File: src/rtl/clk_div_bank.sv
// Bank of independent programmable divider / clock-enable channels.
// Divide value and mode are shadowed and only take effect at a period boundary.
module clk_div_bank #(
  parameter int unsigned  NUM_CH   = 4,
  parameter int unsigned  CNT_W    = 24,
  parameter int unsigned  DIV_INIT = 20,
  parameter bit           INVERT   = 1'b1,
  localparam int unsigned CH_W     = (NUM_CH > 1) ? $clog2(NUM_CH) : 1
) (
  input  logic              clk,
  input  logic              rst_n,
  input  logic              cfg_we,
  input  logic [CH_W-1:0]   cfg_ch,
  input  logic [CNT_W-1:0]  cfg_div,
  input  logic              cfg_mode,
  input  logic [NUM_CH-1:0] en,
  input  logic              sync,
  output logic [NUM_CH-1:0] out,
  output logic [NUM_CH-1:0] tick,
  output logic [NUM_CH-1:0] cfg_pending
);

  logic [CNT_W-1:0]  r_cnt   [NUM_CH];
  logic [CNT_W-1:0]  r_div_a [NUM_CH];
  logic [CNT_W-1:0]  r_div_s [NUM_CH];
  logic [NUM_CH-1:0] r_mode_a;
  logic [NUM_CH-1:0] r_mode_s;
  logic [NUM_CH-1:0] r_pend;
  logic [NUM_CH-1:0] r_raw;
  logic [NUM_CH-1:0] r_tick;

  logic [NUM_CH-1:0] w_term;
  logic [NUM_CH-1:0] w_apply;
  logic [NUM_CH-1:0] w_wr;

  // Terminal count, apply point and per-channel write select.
  // Out-of-range cfg_ch never matches any channel index, so such writes drop.
  always_comb begin
    w_term  = '0;
    w_apply = '0;
    w_wr    = '0;
    for (int i = 0; i < NUM_CH; i++) begin
      w_term[i]  = en[i] && (r_cnt[i] == r_div_a[i]);
      w_apply[i] = w_term[i] || !en[i] || sync;
      w_wr[i]    = cfg_we && (cfg_ch == CH_W'(i));
    end
  end

  // Counter, tick strobe and raw waveform bit.
  always_ff @(posedge clk or negedge rst_n) begin
    if (!rst_n) begin
      for (int i = 0; i < NUM_CH; i++) begin
        r_cnt[i] <= '0;
      end
      r_raw  <= '0;
      r_tick <= '0;
    end else begin
      for (int i = 0; i < NUM_CH; i++) begin
        if (sync || !en[i]) begin
          r_cnt[i]  <= '0;
          r_raw[i]  <= 1'b0;
          r_tick[i] <= 1'b0;
        end else if (w_term[i]) begin
          r_cnt[i]  <= '0;
          r_tick[i] <= 1'b1;
          r_raw[i]  <= r_mode_a[i] | ~r_raw[i];
        end else begin
          r_cnt[i]  <= r_cnt[i] + CNT_W'(1);
          r_tick[i] <= 1'b0;
          r_raw[i]  <= r_raw[i] & ~r_mode_a[i];
        end
      end
    end
  end

  // Shadow / active configuration; a write landing on an apply point bypasses the shadow.
  always_ff @(posedge clk or negedge rst_n) begin
    if (!rst_n) begin
      for (int i = 0; i < NUM_CH; i++) begin
        r_div_a[i] <= CNT_W'(DIV_INIT);
        r_div_s[i] <= CNT_W'(DIV_INIT);
      end
      r_mode_a <= '0;
      r_mode_s <= '0;
      r_pend   <= '0;
    end else begin
      for (int i = 0; i < NUM_CH; i++) begin
        if (w_wr[i]) begin
          r_div_s[i]  <= cfg_div;
          r_mode_s[i] <= cfg_mode;
          if (w_apply[i]) begin
            r_div_a[i]  <= cfg_div;
            r_mode_a[i] <= cfg_mode;
            r_pend[i]   <= 1'b0;
          end else begin
            r_pend[i]   <= 1'b1;
          end
        end else if (w_apply[i] && r_pend[i]) begin
          r_div_a[i]  <= r_div_s[i];
          r_mode_a[i] <= r_mode_s[i];
          r_pend[i]   <= 1'b0;
        end
      end
    end
  end

  assign out         = r_raw ^ {NUM_CH{INVERT}};
  assign tick        = r_tick;
  assign cfg_pending = r_pend;

endmodule
File: config.mk
export PLATFORM = sky130hd
export DESIGN_NAME = clk_div_bank
export DESIGN_NICKNAME = d
export VERILOG_FILES = /design/src/rtl/clk_div_bank.sv
export SDC_FILE = /design/constraint.sdc
export NUM_CORES = 1
export LEC_CHECK = 0
export ABC_AREA = 1
export BUFFER_PORTS_ARGS = -buffer_cell sky130_fd_sc_hd__buf_4
export CAP_MARGIN = 20
export CORE_MARGIN = 2
export CORE_UTILIZATION = 55
export DETAILED_ROUTE_END_ITERATION = 10
export MAX_ROUTING_LAYER = met4
export PLACE_DENSITY = 0.71
export SLEW_MARGIN = 25
export SYNTH_ARGS = -nofsm -noshare
export SYNTH_HDL_FRONTEND = slang
export SYNTH_SLANG_ARGS = --single-unit
export TNS_END_PERCENT = 50
File: constraint.sdc
create_clock -name clk -period 1.9 [get_ports clk]
set_input_delay 0.38 -clock clk [delete_from_list [all_inputs] [get_ports clk]]
set_output_delay 0.38 -clock clk [all_outputs]
set_load 0.01 [all_outputs]
---- Word level (Yosys, flattened, before mapping) ----
Index checks and enable logic that the tools add are counted.
word-level totals
  input bits .............................. 35
  output and inout port bits .............. 12
  flip-flop bits (word level) ............. 308
operators by class
  bitwise gates (word level) .............. 17
  muxes and demuxes ....................... 60
  reductions and logical operators ........ 37
  eq/ne operators ......................... 11
  $add $sub $neg .......................... 4
operators by type and width
  operator                                                               count
  24-bit 2-to-1 mux                                                      20
  24-bit by 1-bit adder with 24-bit output, second input constant        4
  24-bit equality test                                                   4
  1-bit 2-to-1 mux                                                       40
  1-bit logical AND                                                      12
  1-bit logical OR                                                       12
  2-bit != test, second input constant                                   4
  1-bit NOT                                                              8
  2-bit AND reduction                                                    4
  2-bit nonzero test                                                     4
  1-bit bitwise AND                                                      4
  2-bit equality test, second input constant                             2
  1-bit logical NOT                                                      4
  4-bit NOT                                                              1
  1-bit bitwise OR                                                       4
  2-bit by 1-bit equality test with 1-bit output, second input constant  1
  2-bit logical NOT                                                      1

---- Logic depth before layout (Yosys ltp) ----
Gate-level depths: netlist of the first run.
  depth after elaboration ................. 7
  depth in mapped cells ................... 13
  mapped depth without buffers ............ 12

---- Worst setup path before layout of the first run ----
OpenSTA, ideal clock, no wires.
  path kind ............................... register to register
  from .................................... register r_div_a[26] in the netlist's numbering
  to ...................................... register r_div_a[27] in the netlist's numbering
  path slack .............................. 0.304 ns
  stages on the path, launching flop included .. 13
  arrival ................................. 1.479 ns
  cells stage by stage .................... dfstp_2 inv_1 nand2_1 nand2_1 nor2_1 nand2_1 nor2_1 nand3_1 nand2_2 nand2_4 buf_6 nand2_1 nand2_1
on the way
  cells in the longest elaborated chain, start to end .. 7
ends and longest elaborated chain
  what                               RTL line  source
  start: declaration                 24        logic [CNT_W-1:0] r_div_a [NUM_CH];
  start signal: indexed assignment   80        r_div_a[i] <= CNT_W'(DIV_INIT);
  start signal: indexed assignment   92        r_div_a[i] <= cfg_div;
  start signal: indexed assignment   99        r_div_a[i] <= r_div_s[i];
  24-bit equality test (*)           43        w_term[i] = en[i] && (r_cnt[i] == r_div_a[i]);
  1-bit logical AND (*)              43
  1-bit logical OR (*) (2 in a row)  44        w_apply[i] = w_term[i] || !en[i] || sync;
  1-bit logical AND                  98        end else if (w_apply[i] && r_pend[i]) begin
  2-bit nonzero test (no line)       n/a
  2-bit AND reduction (no line) (*)  n/a
Mark *: on every way between the ends. The rest lies on a longest branch, timed or not.
A chain may end at the register's enable or synchronous reset.

---- Worst setup path in the final report of the first run ----
  from .................................... register r_div_a[50] in the netlist's numbering
  to ...................................... register r_div_a[50] in the netlist's numbering
The elaborated chain is that of the path after synthesis.

==> out/qor.csv, run 1 <==
metric;value;unit
outcome;complete, no violations;
ir_drop;0.0006704;V
fillers;2371;
fin_util;64.97;%
clock_latency;0.51;ns
syn_nets;2077;
finalSetupViolCount;0;
powerDensity;998.9;nW/um^2
met2WireLength;17580;um
drive_gt1_share;10.93;%
design_area;17560;sq um
fp-row-count;60;
grt.total_usage;27.19;%
io_pins;47;
cp-end-kind;register;
grt-ovfl-total;0;
cts.path.max_buffers;3;
cts-root-buf;clkbuf_16;
crit_required;2.35;ns
ys_types;32;
hpwl;26210;um
power_frac_comb;14.8;%
die-area;28920;sq um
finalHoldViolCount;0;
cts_max_level;2;
ys_seq_elements;308;
syn_area;15170;sq um
drt-met1-wl;16390;um
antennaDiodeCount;0;
worstSetupStartpoint;r_div_a[50];
fmax;0.5652;GHz
tns;0;ns
arrival;2.22;ns
tritoncts;built;
start_util;56.13;%
antenna_found_initial;0;
ant_nets;0;
slowest_delay;0.54;ns
numCtsBuffers;35;
crit_chain;inv_1, nand2_1, nand2_1, nor2_1, nand2_1, nor2_4, nand3_2, nand2_4, buf_12, nand3_1, nand2_1;
crit_family;simple AND/OR/NAND/NOR gates;
dp_slack;-0.03916;ns
synth_warnings;0;
syn_avg_cell_area;7.443;sq um
p_seq_share;46.4;%
first_pass_iters;5;
fin_nets;2173;
power_switching;4.921;mW
clock_sinks;308;
clkPwrFrac;38.8;%
path_max_fanout;18;
crit_buf_inv;2;
coreArea;27030;sq um
intPower;12.62;mW
max_slew_margin;69.16;%
area_growth;15.76;%
total_power;17.54;mW
gp_congestion;0.9215;
grt_max_degree;74;
drv_slew;0;
min_from;en[1];
timing.final.crit_share;93.12;%
dieWidth;170.1;um
vias_per_cell;5.170;
swShare;28.05;%
io_buffers;46;
rsz0062_at_grt;yes;
grt_pass1_wl;60950;um
critPathKind;reg -> reg;
placed_area;16170;sq um
drc;0;
drt-initial-drc-count;1060;
cp-start-kind;register;
worst_slack;0.1307;ns
clk_pin_slew;0.06;ns
slowest_stage;dfstp_2;
leakagePower;8.898;nW
ys_seq_area_share;50.94;%
worstReg2RegStart;r_div_a[50];
cp_common_cell;nand2_1;
vias;12930;
hold_path.class;in -> reg;
wl_met3;1894;um
worstMarginPinSlew;0.4615;ns
maxCapViolCount;0;
skew;0.008850;ns
wire_per_inst;14.69;um
wirelength;36720;um
dieHeight;170.1;um
netlist_instances;2038;
min_period;1.769;ns
top_layer;met4;
grt_pass1_vias;12300;
power groups by stage:
stage | combinational, mW | clock (mW) | sequential (mW)
after global routing | 3.05 | 7.19 | 8.25
after global placement | 2.43 | 0 | 8.22
after floorplan | 1.83 | 0 | 8.00
after CTS | 2.55 | 6.91 | 8.15
final | 2.60 | 6.80 | 8.14
after detailed placement | 2.52 | 0 | 8.25
repair_timing:
action,4_1_cts,5_1_grt
hold buffers,1,0
endpoints found under the setup margin,23,153
setup buffers,0,8
pin swaps,0,7
gates resized for setup,2,34
hold endpoints to repair,22,0
cell usage after synthesis:
cell / count / share of area (%)
or2_0: 1 / 0.041
buf_2: 3 / 0.099
nand3b_1: 4 / 0.20
clkbuf_1: 29 / 0.72
nand3_2: 3 / 0.20
or2_2: 1 / 0.041
nor2_2: 4 / 0.16
nor3_2: 2 / 0.13
inv_1: 258 / 6.4
a21oi_1: 16 / 0.53
ha_1: 4 / 0.33
o21ai_0: 122 / 4.0
inv_2: 7 / 0.17
nand2_1: 730 / 18
dfstp_2: 16 / 2.8
nand4_1: 18 / 0.74
a31oi_1: 5 / 0.21
nand2_4: 6 / 0.45
nor2_4: 1 / 0.074
o21bai_1: 1 / 0.050
dfrtp_1: 292 / 48
a21o_1: 1 / 0.050
nor4_1: 3 / 0.12
nor3_1: 60 / 2.0
nand3_1: 155 / 5.1
nand2_2: 3 / 0.12
nor3_4: 1 / 0.11
nor2_1: 244 / 6.0
buf_4: 11 / 0.54
buf_6: 12 / 0.89
nand4_2: 1 / 0.082
xor2_1: 24 / 1.4
layout make-up:
type	instances	area, sq um	share of cell area (%)
Clock buffer	53	1066	6.071
Timing Repair Buffer	114	1011	5.758
Sequential cell	308	7737	44.07
Clock inverter	9	97.59	0.5558
Multi-Input combinational cell	1410	6225	35.45
Tap cell	341	426.7	2.430
Inverter	265	994.7	5.665
placed cells by master, fill, tap and decap left out, types with 18 or more instances in the layout:
cell,n
nor2_1,233
inv_1,258
o21ai_0,122
buf_4,99
dfrtp_1,284
nor3_1,58
xor2_1,24
clkbuf_16,37
nand2_1,730
nand3_1,153
nand4_1,18
stage by stage:
step | hold slack [ns] | instances
2_1_floorplan | 0.08441 | 2038
3_3_place_gp | 0.2664 | 2429
3_5_place_dp | 0.2677 | 2429
4_1_cts | 0.1250 | 2492
5_1_grt | 0.1450 | 2500
6_report | 0.1442 | 2500
worst reg2reg max path: stages, from the launching register on:
cell	delay (ns)
dfstp_2	0.54
inv_1	0.04
nand2_1	0.05
nand2_1	0.05
nor2_1	0.08
nand2_1	0.09
nor2_4	0.14
nand3_2	0.14
nand2_4	0.18
buf_12	0.17
nand3_1	0.13
nand2_1	0.10
state kept, by name, indices dropped and copies added, names as in the netlist:
name         count
tick             4
r_mode_s         4
r_cnt           96
cfg_pending      4
r_mode_a         4
r_raw            4
r_div_s         96
r_div_a         96
per-layer routing:
layer  vias up  track usage, %
li1       6504               -
met1      6076           36.41
met2       272           43.20
met3        73           4.581
met4         0           7.544
met5         -               -
final timing paths:
check | endpoint | slack [ns] | depth (start not counted)
setup / recovery | r_div_a[50] | 0.13 | 11
max in group asynchronous | r_div_a[50] | 0.80 | 3
hold / removal | tick[1] | 0.14 | 3
hold reg to reg | r_div_a[28] | 0.47 | 2
min in group asynchronous | r_cnt[77] | 0.33 | 2
setup reg to reg | r_div_a[50] | 0.13 | 11
cell families after synthesis:
family	Yosys count	share of synthesized area (%)
adders and majority gates	4	0.3300
buffers and inverters	320	8.810
DFF	308	50.94
and+or+nand+nor	1237	33.67
AOI/OAI and AO/OA	145	4.859
xor gates and xnor gates	24	1.386
Note: power is estimated with default switching activity, not from simulation.
==> run 2: changes to the inputs <==
Settings changed: ABC_AREA 1 to not set.
==> out/qor.csv, run 2 <==
metric;value;unit
outcome;finished with violations;
violations;setup timing;
io_pins;47;
worst_slack;-0.1166;ns
biggestRegsByFlops;r_cnt (96), r_div_a (96), r_div_s (96);
finalSetupViolCount;126;
clock_sinks;308;
fillers;2041;
worstReg2RegStart;r_cnt[91];
use_met2;49.71;%
vias;14370;
maxCapViolCount;0;
wire_per_inst;20.84;um
area_growth;29.79;%
synth_most_common_cell;nor2_1;
drv_slew;0;
fin_nets;1972;
grt_pass1_vias;14370;
place_inst;2244;
min_from;cfg_div[20];
vias_per_cell;6.118;
finalHoldViolCount;0;
synth_commonest_cells;nor2_1 (317), dfrtp_1 (292), xor2_1 (152);
holdWs;0.2229;ns
synth_area_leaders;dfrtp_1 (44%), xor2_1 (8.1%), nor2_1 (7.2%);
numCtsBuffers;35;
dieHeight;177.3;um
r2r_cells;6;
max_slew_margin;67.73;%
dieWidth;177.3;um
clk_pin_slew;0.06;ns
worstMarginPinSlew;0.4705;ns
async_reset_ff_share;100.0;%
ant_nets;0;
coreArea;29640;sq um
met3_usage;4.370;%
ir_drop;0.0009420;V
cts_max_level;2;
total_power;21.02;mW
whs_path_depth;3;
wirelength;48940;um
hold_path.class;in -> reg;
layout_common_cells;nor2_1 (317), dfrtp_1 (289), buf_4 (197);
antenna_found_initial;0;
io_buffers;46;
die-area;31450;sq um
cts.path.max_buffers;3;
tritoncts;built;
grt-ovfl-total;0;
yosys.area.top_type_share;44.21;%
top_usage_layer;met2;
layout_commonest_cell;nor2_1;
first_pass_iters;6;
path_max_fanout;7;
rsz0062_at_grt;yes;
critPathKind;reg -> reg;
grt.total_usage;31.03;%
cp-start-kind;register;
fp-row-count;63;
fin_cells;2349;
leakagePower;10.34;nW
arrival;2.46;ns
use_met1;40.32;%
synth_top_area_cell;dfrtp_1;
skew;0.01196;ns
ys_seq_area_share;46.76;%
synth_warnings;0;
drc;0;
rrSetupSlack;-0.12;ns
drive_gt1_share;27.62;%
fmax;0.4959;GHz
hold_end;r_div_s[68];
tns;-6.577;ns
synth_edf_count;0;
syn_area;16530;sq um
crit_required;2.34;ns
timing.final.crit_share;106.1;%
hpwl;28720;um
synth_flop_cell;dfrtp_1;
clock_latency;0.52;ns
r2r-end;r_div_a[82];
powerDensity;980.1;nW/um^2
cts-root-buf;clkbuf_16;
antennaDiodeCount;0;
gp_congestion;0.8527;
start_util;55.76;%
min_period;2.017;ns
grt_max_degree;59;
grt_pass1_wl;75220;um
ys_seq_elements;308;
cp-end-kind;register;
syn_avg_cell_area;9.477;sq um
syn_nets;1783;
drt-initial-drc-count;1282;
netlist_instances;1744;
ys_types;41;
## run 2: how the worst max path moves through the flow
stage | slack, ns | to | cells after the start | from
global placement | -0.06 | r_div_a[4] | 6 | r_div_a[1]
finish | -0.12 | r_div_a[82] | 6 | r_cnt[91]
floorplan | 0.06 | r_mode_a[1] | 7 | r_cnt[56]
detailed placement | -0.15 | r_div_a[6] | 6 | r_div_a[1]
CTS | -0.06 | r_div_a[80] | 6 | r_cnt[92]
global route | -0.21 | r_div_a[82] | 6 | r_cnt[91]
## run 2: cells by family (layout without fill, tap and decap cells)
kind of cell    Yosys count  count (layout)  share of synthesized area [%]
compound gates          220             220                          11.85
mux                     100             100                          6.056
buf+inv                 227             442                          6.178
flops                   308             308                          46.76
fa+ha+maj                 4               4                         0.3028
xor+xnor                183             183                          9.698
simple gates            702             702                          19.16
## run 2: power by group
group	switching, mW	internal, mW	total (mW)
clock	2.76	3.98	6.74
combinational	3.39	2.70	6.09
sequential	0.699	7.49	8.19
total	6.85	14.2	21.0
## run 2: worst max-delay path: stages (launching register included)
cell       delay (ns)
dfrtp_1          0.43
xor2_1           0.22
nor4_2           0.25
nand2_2          0.24
clkbuf_16        0.24
a221o_1          0.34
a211oi_2         0.21
## run 2: repair_timing
action | in CTS | in global routing
hold buffers | 1 | 0
gates cloned | 9 | 9
setup endpoints to repair | 167 | 202
endpoints found under the hold margin | 31 | 0
gates resized for setup | 85 | 150
setup buffers | 6 | 17
pin swaps | 64 | 99
## run 2: per-layer routing
layer	vias up	routed length, um
li1	6409	-
met1	7243	19940
met2	592	23940
met3	127	3240
met4	0	1826
met5	-	0
## run 2: cell type report
cell class	count	area [sq um]	area share, %
multi-input combinational	1209	8866	41.33
sequential	308	7731	36.04
timing repair buffer	263	2809	13.09
clock buffer	56	1025	4.777
tap	390	488.0	2.275
inverter	116	435.4	2.030
clock inverter	7	96.34	0.4491
## run 2: stage by stage
stage	area (sq um)	worst slack [ns]	util [%]
detailed placement	18520	-0.1489	62.47
CTS	20370	-0.05891	68.74
finish	21450	-0.1166	72.37
global route	21450	-0.2050	72.37
global placement	18520	-0.06413	62.47
floorplan	16530	0.06231	-
